$ cat src/rtl/rsa_pkg.sv
// Shared FSM type and default sizing for the streaming RSA decryptor.
package rsa_pkg;
  localparam int ARQ_DEFAULT  = 16;
  localparam int ADDR_DEFAULT = 17;

  // Cycles from the ADDR cycle of a word to its out_valid rising.
  localparam int WORD_LATENCY = ARQ_DEFAULT * ARQ_DEFAULT + ARQ_DEFAULT + 2;

  typedef enum logic [2:0] {
    S_IDLE,
    S_ADDR,
    S_CAPT,
    S_REDUCE,
    S_EXP,
    S_OUT,
    S_FIN
  } state_t;
endpackage

$ cat src/rtl/mod_mult.sv
// Interleaved MSB-first shift-add modular multiplier: prod = a*b mod n,
// rdy pulses exactly ARQ cycles after go. Requires b < n; a is unrestricted.
module mod_mult #(
  parameter int ARQ = 16
) (
  input  logic           i_clk,
  input  logic           i_rst,
  input  logic           i_go,
  input  logic [ARQ-1:0] i_a,
  input  logic [ARQ-1:0] i_b,
  input  logic [ARQ-1:0] i_n,
  output logic [ARQ-1:0] o_prod,
  output logic           o_rdy
);
  localparam int CW = $clog2(ARQ + 1);

  logic [ARQ-1:0] r_acc, r_a, r_b, r_n;
  logic [CW-1:0]  r_cnt;
  logic           r_busy, r_rdy;
  logic [ARQ-1:0] w_step;

  // One bit of the interleave; one extra bit of headroom keeps 2R and R+b exact.
  function automatic logic [ARQ-1:0] mod_step(input logic [ARQ-1:0] acc, input logic abit,
                                              input logic [ARQ-1:0] b, input logic [ARQ-1:0] n);
    logic [ARQ:0] t;
    t = {acc, 1'b0};
    if (t >= {1'b0, n}) t = t - {1'b0, n};
    if (abit) t = t + {1'b0, b};
    if (t >= {1'b0, n}) t = t - {1'b0, n};
    return t[ARQ-1:0];
  endfunction

  // The go cycle already performs the first step straight from the inputs.
  always_comb begin
    if (i_go) w_step = mod_step('0, i_a[ARQ-1], i_b, i_n);
    else      w_step = mod_step(r_acc, r_a[ARQ-1], r_b, r_n);
  end

  always_ff @(posedge i_clk or posedge i_rst) begin
    if (i_rst) begin
      r_acc  <= '0;
      r_a    <= '0;
      r_b    <= '0;
      r_n    <= '0;
      r_cnt  <= '0;
      r_busy <= 1'b0;
      r_rdy  <= 1'b0;
    end else begin
      r_rdy <= 1'b0;
      if (i_go) begin
        r_acc  <= w_step;
        r_a    <= i_a << 1;
        r_b    <= i_b;
        r_n    <= i_n;
        r_cnt  <= CW'(ARQ - 1);
        r_busy <= 1'b1;
      end else if (r_busy) begin
        r_acc <= w_step;
        r_a   <= r_a << 1;
        r_cnt <= r_cnt - 1'b1;
        if (r_cnt == CW'(1)) begin
          r_busy <= 1'b0;
          r_rdy  <= 1'b1;
        end
      end
    end
  end

  assign o_prod = r_acc;
  assign o_rdy  = r_rdy;
endmodule

$ cat src/rtl/rsa_modex_stream.sv
// Batch RSA decryptor: walks ciphertext memory and streams c^d mod n per word
// over a valid/ready port with a fixed, data-independent latency.
module rsa_modex_stream
  import rsa_pkg::*;
#(
  parameter int ARQ  = ARQ_DEFAULT,
  parameter int ADDR = ADDR_DEFAULT
) (
  input  logic            i_clk,
  input  logic            i_rst,
  input  logic            i_start,
  input  logic [ADDR-1:0] i_base_addr,
  input  logic [ADDR-1:0] i_count,
  input  logic [ARQ-1:0]  i_exp_key,
  input  logic [ARQ-1:0]  i_modulus,
  output logic [ADDR-1:0] o_mem_addr,
  input  logic [ARQ-1:0]  i_mem_rdata,
  output logic            o_out_valid,
  input  logic            i_out_ready,
  output logic [ARQ-1:0]  o_out_data,
  output logic [ADDR-1:0] o_out_index,
  output logic            o_busy,
  output logic            o_done,
  output logic            o_err
);
  localparam int BW = (ARQ > 1) ? $clog2(ARQ) : 1;

  state_t          r_state, w_state_next;
  logic [ADDR-1:0] r_base_addr, r_count, r_idx, w_idx_inc;
  logic [ARQ-1:0]  r_exp, r_mod, r_result;
  logic [BW-1:0]   r_bit;
  logic            r_err;

  logic            w_mul_go, w_sq_go, w_mul_rdy, w_sq_rdy, w_iter_rdy, w_last_bit;
  logic [ARQ-1:0]  w_mul_a, w_mul_b, w_sq_a, w_prod_mul, w_prod_sq, w_new_result;

  mod_mult #(.ARQ(ARQ)) u_mul (
    .i_clk(i_clk), .i_rst(i_rst), .i_go(w_mul_go), .i_a(w_mul_a), .i_b(w_mul_b),
    .i_n(r_mod), .o_prod(w_prod_mul), .o_rdy(w_mul_rdy)
  );

  mod_mult #(.ARQ(ARQ)) u_sq (
    .i_clk(i_clk), .i_rst(i_rst), .i_go(w_sq_go), .i_a(w_sq_a), .i_b(w_sq_a),
    .i_n(r_mod), .o_prod(w_prod_sq), .o_rdy(w_sq_rdy)
  );

  assign w_idx_inc    = r_idx + 1'b1;
  assign w_iter_rdy   = w_mul_rdy & w_sq_rdy;
  assign w_last_bit   = (r_bit == BW'(ARQ - 1));
  assign w_new_result = r_exp[r_bit] ? w_prod_mul : r_result;

  // Next iteration is launched in the rdy cycle from the fresh products, so no gaps.
  always_comb begin
    w_state_next = r_state;
    w_mul_go     = 1'b0;
    w_sq_go      = 1'b0;
    w_mul_a      = w_new_result;
    w_mul_b      = w_prod_sq;
    w_sq_a       = w_prod_sq;
    case (r_state)
      S_IDLE: begin
        if (i_start) begin
          if (i_modulus < ARQ'(2) || i_count == '0) w_state_next = S_FIN;
          else                                      w_state_next = S_ADDR;
        end
      end
      S_ADDR: w_state_next = S_CAPT;
      S_CAPT: begin
        w_mul_go     = 1'b1;
        w_mul_a      = i_mem_rdata;
        w_mul_b      = ARQ'(1);
        w_state_next = S_REDUCE;
      end
      S_REDUCE: begin
        if (w_mul_rdy) begin
          w_mul_go     = 1'b1;
          w_sq_go      = 1'b1;
          w_mul_a      = ARQ'(1);
          w_mul_b      = w_prod_mul;
          w_sq_a       = w_prod_mul;
          w_state_next = S_EXP;
        end
      end
      S_EXP: begin
        if (w_iter_rdy) begin
          if (w_last_bit) begin
            w_state_next = S_OUT;
          end else begin
            w_mul_go = 1'b1;
            w_sq_go  = 1'b1;
          end
        end
      end
      S_OUT: begin
        if (i_out_ready) w_state_next = (w_idx_inc < r_count) ? S_ADDR : S_FIN;
      end
      S_FIN:   w_state_next = S_IDLE;
      default: w_state_next = S_IDLE;
    endcase
  end

  always_ff @(posedge i_clk or posedge i_rst) begin
    if (i_rst) begin
      r_state     <= S_IDLE;
      r_base_addr <= '0;
      r_count     <= '0;
      r_exp       <= '0;
      r_mod       <= '0;
      r_idx       <= '0;
      r_result    <= '0;
      r_bit       <= '0;
      r_err       <= 1'b0;
    end else begin
      r_state <= w_state_next;
      case (r_state)
        S_IDLE: begin
          if (i_start) begin
            r_base_addr <= i_base_addr;
            r_count     <= i_count;
            r_exp       <= i_exp_key;
            r_mod       <= i_modulus;
            r_idx       <= '0;
            r_err       <= (i_modulus < ARQ'(2));
          end
        end
        S_REDUCE: begin
          if (w_mul_rdy) begin
            r_result <= ARQ'(1);
            r_bit    <= '0;
          end
        end
        S_EXP: begin
          if (w_iter_rdy) begin
            r_result <= w_new_result;
            r_bit    <= r_bit + 1'b1;
          end
        end
        S_OUT: begin
          if (i_out_ready) r_idx <= w_idx_inc;
        end
        default: ;
      endcase
    end
  end

  assign o_mem_addr  = (r_state == S_ADDR) ? r_base_addr + r_idx : '0;
  assign o_out_valid = (r_state == S_OUT);
  assign o_out_data  = r_result;
  assign o_out_index = r_idx;
  assign o_busy      = (r_state != S_IDLE) && (r_state != S_FIN);
  assign o_done      = (r_state == S_FIN);
  assign o_err       = r_err;
endmodule

$ cat config.mk
export PLATFORM = sky130hd
export DESIGN_NAME = rsa_modex_stream
export DESIGN_NICKNAME = d
export VERILOG_FILES = /design/src/rtl/rsa_pkg.sv /design/src/rtl/mod_mult.sv /design/src/rtl/rsa_modex_stream.sv
export SDC_FILE = /design/constraint.sdc
export NUM_CORES = 1
export LEC_CHECK = 0
export BUFFER_PORTS_ARGS = -buffer_cell sky130_fd_sc_hd__buf_2
export CELL_PAD_IN_SITES_DETAIL_PLACEMENT = 1
export CELL_PAD_IN_SITES_GLOBAL_PLACEMENT = 1
export CORE_MARGIN = 1.5
export CORE_UTILIZATION = 43
export CTS_CLUSTER_SIZE = 28
export DETAILED_ROUTE_END_ITERATION = 7
export PLACE_DENSITY = 0.91
export SLEW_MARGIN = 20
export SYNTH_ARGS = -nofsm -noshare
export SYNTH_HDL_FRONTEND = slang
export SYNTH_SLANG_ARGS = --single-unit
export TNS_END_PERCENT = 50
$ cat constraint.sdc
create_clock -name i_clk -period 7.2 [get_ports i_clk]
set_input_delay 0.72 -clock i_clk [delete_from_list [all_inputs] [get_ports i_clk]]
set_output_delay 0.72 -clock i_clk [all_outputs]
set_load 0.05 [all_outputs]
Word level (Yosys, flattened, before mapping)

Index checks and enable logic that the tools add are counted.
W data, S select, Z words.

$add $sub $neg: 16
Order comparisons: 10
Equal/unequal tests: 15
Mux-type cells: 76
Bitwise operators: 1
Reductions and logical operators: 13

Operators with widths:

| kind                    | number |
|---|---|
| $mux W16                | 20 |
| $mux W17                | 18 |
| $ge A17 B16 Y1          | 6 |
| $pmux W16 S2            | 3 |
| $add A17 B16 Y17        | 4 |
| $sub A16 B16 Y16        | 4 |
| $pmux W17 S2            | 1 |
| $sub A17 B16 Y17        | 2 |
| $mux W3                 | 7 |
| $mux W5                 | 4 |
| $pmux W3 S6             | 1 |
| $add A17 B1 Y17 const B | 1 |
| $add A17 B17 Y17        | 1 |
| $logic_not A17 Y1       | 1 |
| $lt A17 B17 Y1          | 1 |
| $sub A1 B16 Y17 const A | 1 |
| $ge A1 B16 Y1 const A   | 1 |
| $lt A16 B2 Y1 const B   | 1 |
| $mux W1                 | 16 |
| $eq A5 B1 Y1 const B    | 2 |
| $sub A5 B1 Y5 const B   | 2 |
| $eq A3 B3 Y1 const B    | 3 |
| $mux W4                 | 2 |
| $pmux W4 S2             | 1 |
| 20 further kinds        | 28 |

Register bits: 249
Input bits: 86
Output and inout port bits: 54
Word-level logic and storage cells: 154

Longest topological paths before layout

Depth after elaboration: 13
Gate-level depth with buffers: 33
Gate-level depth less buffers: 30

By module

A second synthesis with hierarchy kept.

Cell total of the unflattened synthesis: 2584
Area, all modules: 22198.8 µm²

By module, submodules not included:

| module           | times used | cells each | area each (µm²) | seq. area each (µm²) |
|---|---|---|---|---|
| mod_mult (u_mul) | 1          | 961        | 7932.6          | 1751.7 |
| mod_mult (u_sq)  | 1          | 923        | 7719.9          | 1751.7 |
| rsa_modex_stream | 1          | 700        | 6546.3          | 2677.6 |

Worst setup path after synthesis

Ideal clock, no wire load.

Kind: register to register
From: register u_sq.r_acc[1] (netlist: u_sq.o_prod[1])
To: register u_sq.r_acc[2] (netlist: u_sq.o_prod[2])
Library setup time: 0.126 ns
Data arrival time: 6.622 ns
Data required time: 7.074 ns
Slack: 0.451 ns
Cell stages (with the launch flop): 30
Path buffers: 4
Period minus slack after synthesis: 6.749 ns
Cell sequence: dfrtp_1 -> ha_1 -> clkbuf_1 -> nand4_1 -> or4_1 -> a21oi_1 -> nor4b_1 -> nand2_1 -> clkbuf_1 -> mux2i_1 -> inv_1 -> ha_1 -> a211oi_1 -> o21ai_0 -> a21boi_0 -> nor2b_1 -> xnor2_1 -> mux2_2 -> ha_1 -> clkbuf_1 -> a21boi_0 -> a31o_2 -> o41ai_1 -> o21ai_0 -> a211oi_1 -> mux2i_1 -> clkbuf_1 -> nor2_1 -> a211oi_1 -> a311o_1

Longest elaborated chain between the ends: 11
Elaborated cells between the ends (all ways): 21
Classes of those cells: add/sub: 5; order compare: 3; mux: 13

Ends and longest elaborated chain:

| element                                                   | line           | source |
|---|---|---|
| start: declaration                                        | mod_mult.sv:17 | `logic [ARQ-1:0] r_acc, r_a, r_b, r_n;` |
| start signal: assignment                                  | mod_mult.sv:51 | `r_acc <= w_step;` |
| start signal: assignment                                  | mod_mult.sv:58 | `r_acc <= w_step;` |
| $sub A17 B16 Y17 / $ge A17 B16 Y1 (equally long branches) | mod_mult.sv:27 | `if (t >= {1'b0, n}) t = t - {1'b0, n};` |
| $mux W17                                                  | mod_mult.sv:27 |  |
| $mux W17                                                  | mod_mult.sv:35 | `if (i_go) w_step = mod_step('0, i_a[ARQ-1], i_b, i_n);` |
| $add A17 B16 Y17                                          | mod_mult.sv:28 | `if (abit) t = t + {1'b0, b};` |
| $mux W17                                                  | mod_mult.sv:28 |  |
| $mux W17                                                  | mod_mult.sv:35 |  |
| $sub A16 B16 Y16 / $ge A17 B16 Y1 (equally long branches) | mod_mult.sv:29 | `if (t >= {1'b0, n}) t = t - {1'b0, n};` |
| $mux W16                                                  | mod_mult.sv:29 |  |
| $mux W16 *                                                | mod_mult.sv:35 |  |
| $mux W16                                                  | mod_mult.sv:57 | `end else if (r_busy) begin` |
| $mux W16 *                                                | mod_mult.sv:50 | `if (i_go) begin` |

Every way passes the cells marked *; elsewhere a longest branch is shown, timed or not. The select of a mux whose other input is x is not followed.
A chain may end at the register's enable or synchronous reset.

Worst setup path after layout

From: register u_sq.r_acc[2] (netlist: u_sq.o_prod[2])
To: register u_sq.r_acc[0] (netlist: u_sq.o_prod[0])

Longest elaborated chain between the ends: 11
Elaborated cells between the ends (all ways): 20
Classes of those cells: add/sub: 4; order compare: 3; mux: 13

Ends and longest elaborated chain:

| element                                                   | line |
|---|---|
| $sub A17 B16 Y17 / $ge A17 B16 Y1 (equally long branches) | mod_mult.sv:27 |
| $mux W17                                                  | mod_mult.sv:27 |
| $mux W17                                                  | mod_mult.sv:35 |
| $add A17 B16 Y17                                          | mod_mult.sv:28 |
| $mux W17                                                  | mod_mult.sv:28 |
| $mux W17                                                  | mod_mult.sv:35 |
| $ge A17 B16 Y1 / $sub A16 B16 Y16 (equally long branches) | mod_mult.sv:29 |
| $mux W16                                                  | mod_mult.sv:29 |
| $mux W16 *                                                | mod_mult.sv:35 |
| $mux W16                                                  | mod_mult.sv:57 |
| $mux W16 *                                                | mod_mult.sv:50 |

Marks and branches as above.

==> impl_metrics.csv <==
group,metric,value,unit
yosys,yosys-top-cells-area,"dfrtp_1 29%, ha_1 12%, nand2_1 6.8%",
cts,clk_pin_slew_worst_paths,0.07,ns
finish,n_fill_cell,5817,
cts,clkSinkCount,247,
critical_path,worstPathArrival,7.27,ns
sta,worstMarginPinSlew,1.07,ns
yosys,muxShareOfSynthArea,6.22,%
cts,cts_tree,"done",
routing,vias,20800,
routing,drc,0,
job,maxCapViolCount,0,
yosys,synth-async-reset-ratio,100,%
sta,finalHoldViolCount,0,
sta,fmax,147,MHz
yosys,yosys_warnings,0,
critical_path,crit_path_max_fanout,17,
critical_path,crit_buf_inv,3,
sta,whs,0.207,ns
floorplan,core,48000,µm²
floorplan,die_y,224,µm
sta,fin_ws,0.413,ns
yosys,synth_top_area_share,29.3,%
yosys,synthCells,2588,
yosys,syn_nets,2886,
routing,drt_iter0_drc,1462,
floorplan,start_util,43.9,%
routing,wl_per_cell,23.9,µm
yosys,synth-seq-cells,247,
sta,post-route-period-util,94.3,%
sta,setup_violations,0,
global_route,met1_usage,42.9,%
critical_path,crit_family,"compound AO/OA/AOI/OAI gates",
routing,routed_wl,81000,µm
global_route,grt_use_met3,4.55,%
critical_path,criticalPathCategory,"register to register",
yosys,synth_xor_area_share,6.56,%
cts,cts_buffers,30,
place,dp_hpwl,62700,µm
yosys,synth_top_family_by_area,"compound AO/OA/AOI/OAI gates",
cts,root_buffer,"clkbuf_16",
cts,cts_hold_buf,0,
routing,ant_nets,0,
critical_path,required,7.69,ns
routing,dr.pass1.iters,5,
finish,layout_commonest_cell,"nand2_1",
global_route,use_met2,53.0,%
cts,htreeDepth,1,
yosys,synth-simple-area-share,17.8,%
place,gp_congestion,1.01,
place,dpl_worst_slack,0.286,ns
global_route,grt_max_degree,147,
yosys,synth.distinct_cells,75,
floorplan,dieWidth,224,µm
floorplan,fp-row-count,80,
floorplan,die-area,50400,µm²
yosys,synth_fa_ha_area_share,13.0,%
yosys,synth_seq_area_share,29.3,%
finish,stdcell_area,24100,µm²
critical_path,slowest_delay,0.57,ns
yosys,synth_compound_area_share,22.5,%
critical_path,startpoint_type,"register",
finish,nNetsFinal,3051,
global_route,grt_pass1_wl,126000,µm
place,place_area,23000,µm²
cts,cts_resized,0,
yosys,ys.flop_type,"dfrtp_1",
floorplan,ios,140,
global_route,grt_antenna_before_repair,7,
outcome,status,"completed",
critical_path,cp_slowest_cell,"or4_1",
finish,synthToLayoutAreaGrowth,14.3,%
yosys,avgSynthCellArea,8.15,µm²
routing,viasPerCell,6.13,
min_path,hold_path_class,"input port to asynchronous set/reset pin",
finish,register_area,6180,µm²
finish,final_cell_mix,"382 x nand2_1, 250 x o21ai_0, 246 x dfrtp_1",
yosys,syn_area,21100,µm²
cts,cts_max_path_buffers,3,
yosys,synth_edf_count,0,
yosys,yosysTopAreaCell,"dfrtp_1",
place,io_buffers,139,
sta,maxSlewHeadroom,28.7,%
global_route,grt_pass1_vias,21600,
global_route,busiest_layer,"met2",
finish,multiInputGateArea,14000,µm²
critical_path,end_kind,"register",
global_route,grt_overflow_total,0,
sta,finClkSkew,0.0299,ns
sta,drv_slew,0,
finish,drive_above_1_share,13.7,%
global_route,grt_usage,32.1,%
cts,insertion_delay,0.60,ns
cts,postCtsSetupBuffers,0,
sta,fin_crit,6.79,ns
[metrics by stage]
step	util, %	std cells	TNS (ns)
4_1_cts	49.9	3387	0
3_3_place_gp	47.8	3335	0
5_1_grt	50.2	3389	-0.00584
3_5_place_dp	47.8	3335	0
6_report	50.2	3392	0
2_1_floorplan	-	2588	0
[routing by layer]
metal	vias to the layer above	share of wire, %
met5	-	0.054
met4	6	3.7
met3	155	6.1
met2	681	46
met1	10300	44
li1	9605	-
[kinds of logic (layout without fill, tap and decap cells)]
family / count (synthesis) / count (layout)
AO/OA/AOI/OAI: 761 / 761
XOR/XNOR: 158 / 158
adder cells (fa/ha/maj): 212 / 212
buffers and inverters: 253 / 438
flip-flops: 247 / 247
multiplexers: 119 / 119
other: 0 / 4
AND/OR/NAND/NOR: 838 / 838
[synth_stat cells (34+ instances only)]
cell type and number:
nand2_1 384, o21ai_0 253, dfrtp_1 247, ha_1 201
nor2_1 177, a21oi_1 174, inv_1 139, xnor2_1 97
clkbuf_1 95, mux2i_1 74, nand3_1 71, xor2_1 61
a21o_1 59, nor3_1 49, mux2_2 38, a31oi_1 34
[worst reg2reg max path: cells and delay by family, from the launching register on]
family	cells	cell delay, ns
AO/OA/AOI/OAI	11	1.91
adder cells (fa/ha/maj)	4	1.55
AND/OR/NAND/NOR	7	1.48
multiplexers	2	0.55
flip-flops	1	0.50
buffers and inverters	3	0.43
XOR/XNOR	1	0.24
[final timing paths]
path / from / to / slack, ns / cells past startpoint
worst max-delay path: u_sq.o_prod[2]$_DFFE_PP0P_ / u_sq.o_prod[0]$_DFFE_PP0P_ / 0.41 / 28
worst min-delay path: i_rst / o_out_data[5]$_DFFE_PP0P_ / 0.21 / 2
worst max register to register: u_sq.o_prod[2]$_DFFE_PP0P_ / u_sq.o_prod[0]$_DFFE_PP0P_ / 0.41 / 28
worst min register to register: r_exp[1]$_DFFE_PP0P_ / r_exp[1]$_DFFE_PP0P_ / 0.47 / 2
max in group asynchronous: i_rst / u_sq.o_prod[0]$_DFFE_PP0P_ / 5.70 / 3
min in group i_clk: i_exp_key[10] / r_exp[10]$_DFFE_PP0P_ / 0.32 / 3
[area by class of cell]
type,count,share of cell area (%)
clock buffers,41,3.62
diodes,4,0.0415
well taps,615,3.19
flip-flops and latches,247,25.6
inverters,139,2.18
multi-input cells,2088,58.2
repair buffers,247,6.52
clock inverters,11,0.587
Power is not shown: default switching activity piles up to over one toggle a cycle in this logic, so the estimate is an artifact.
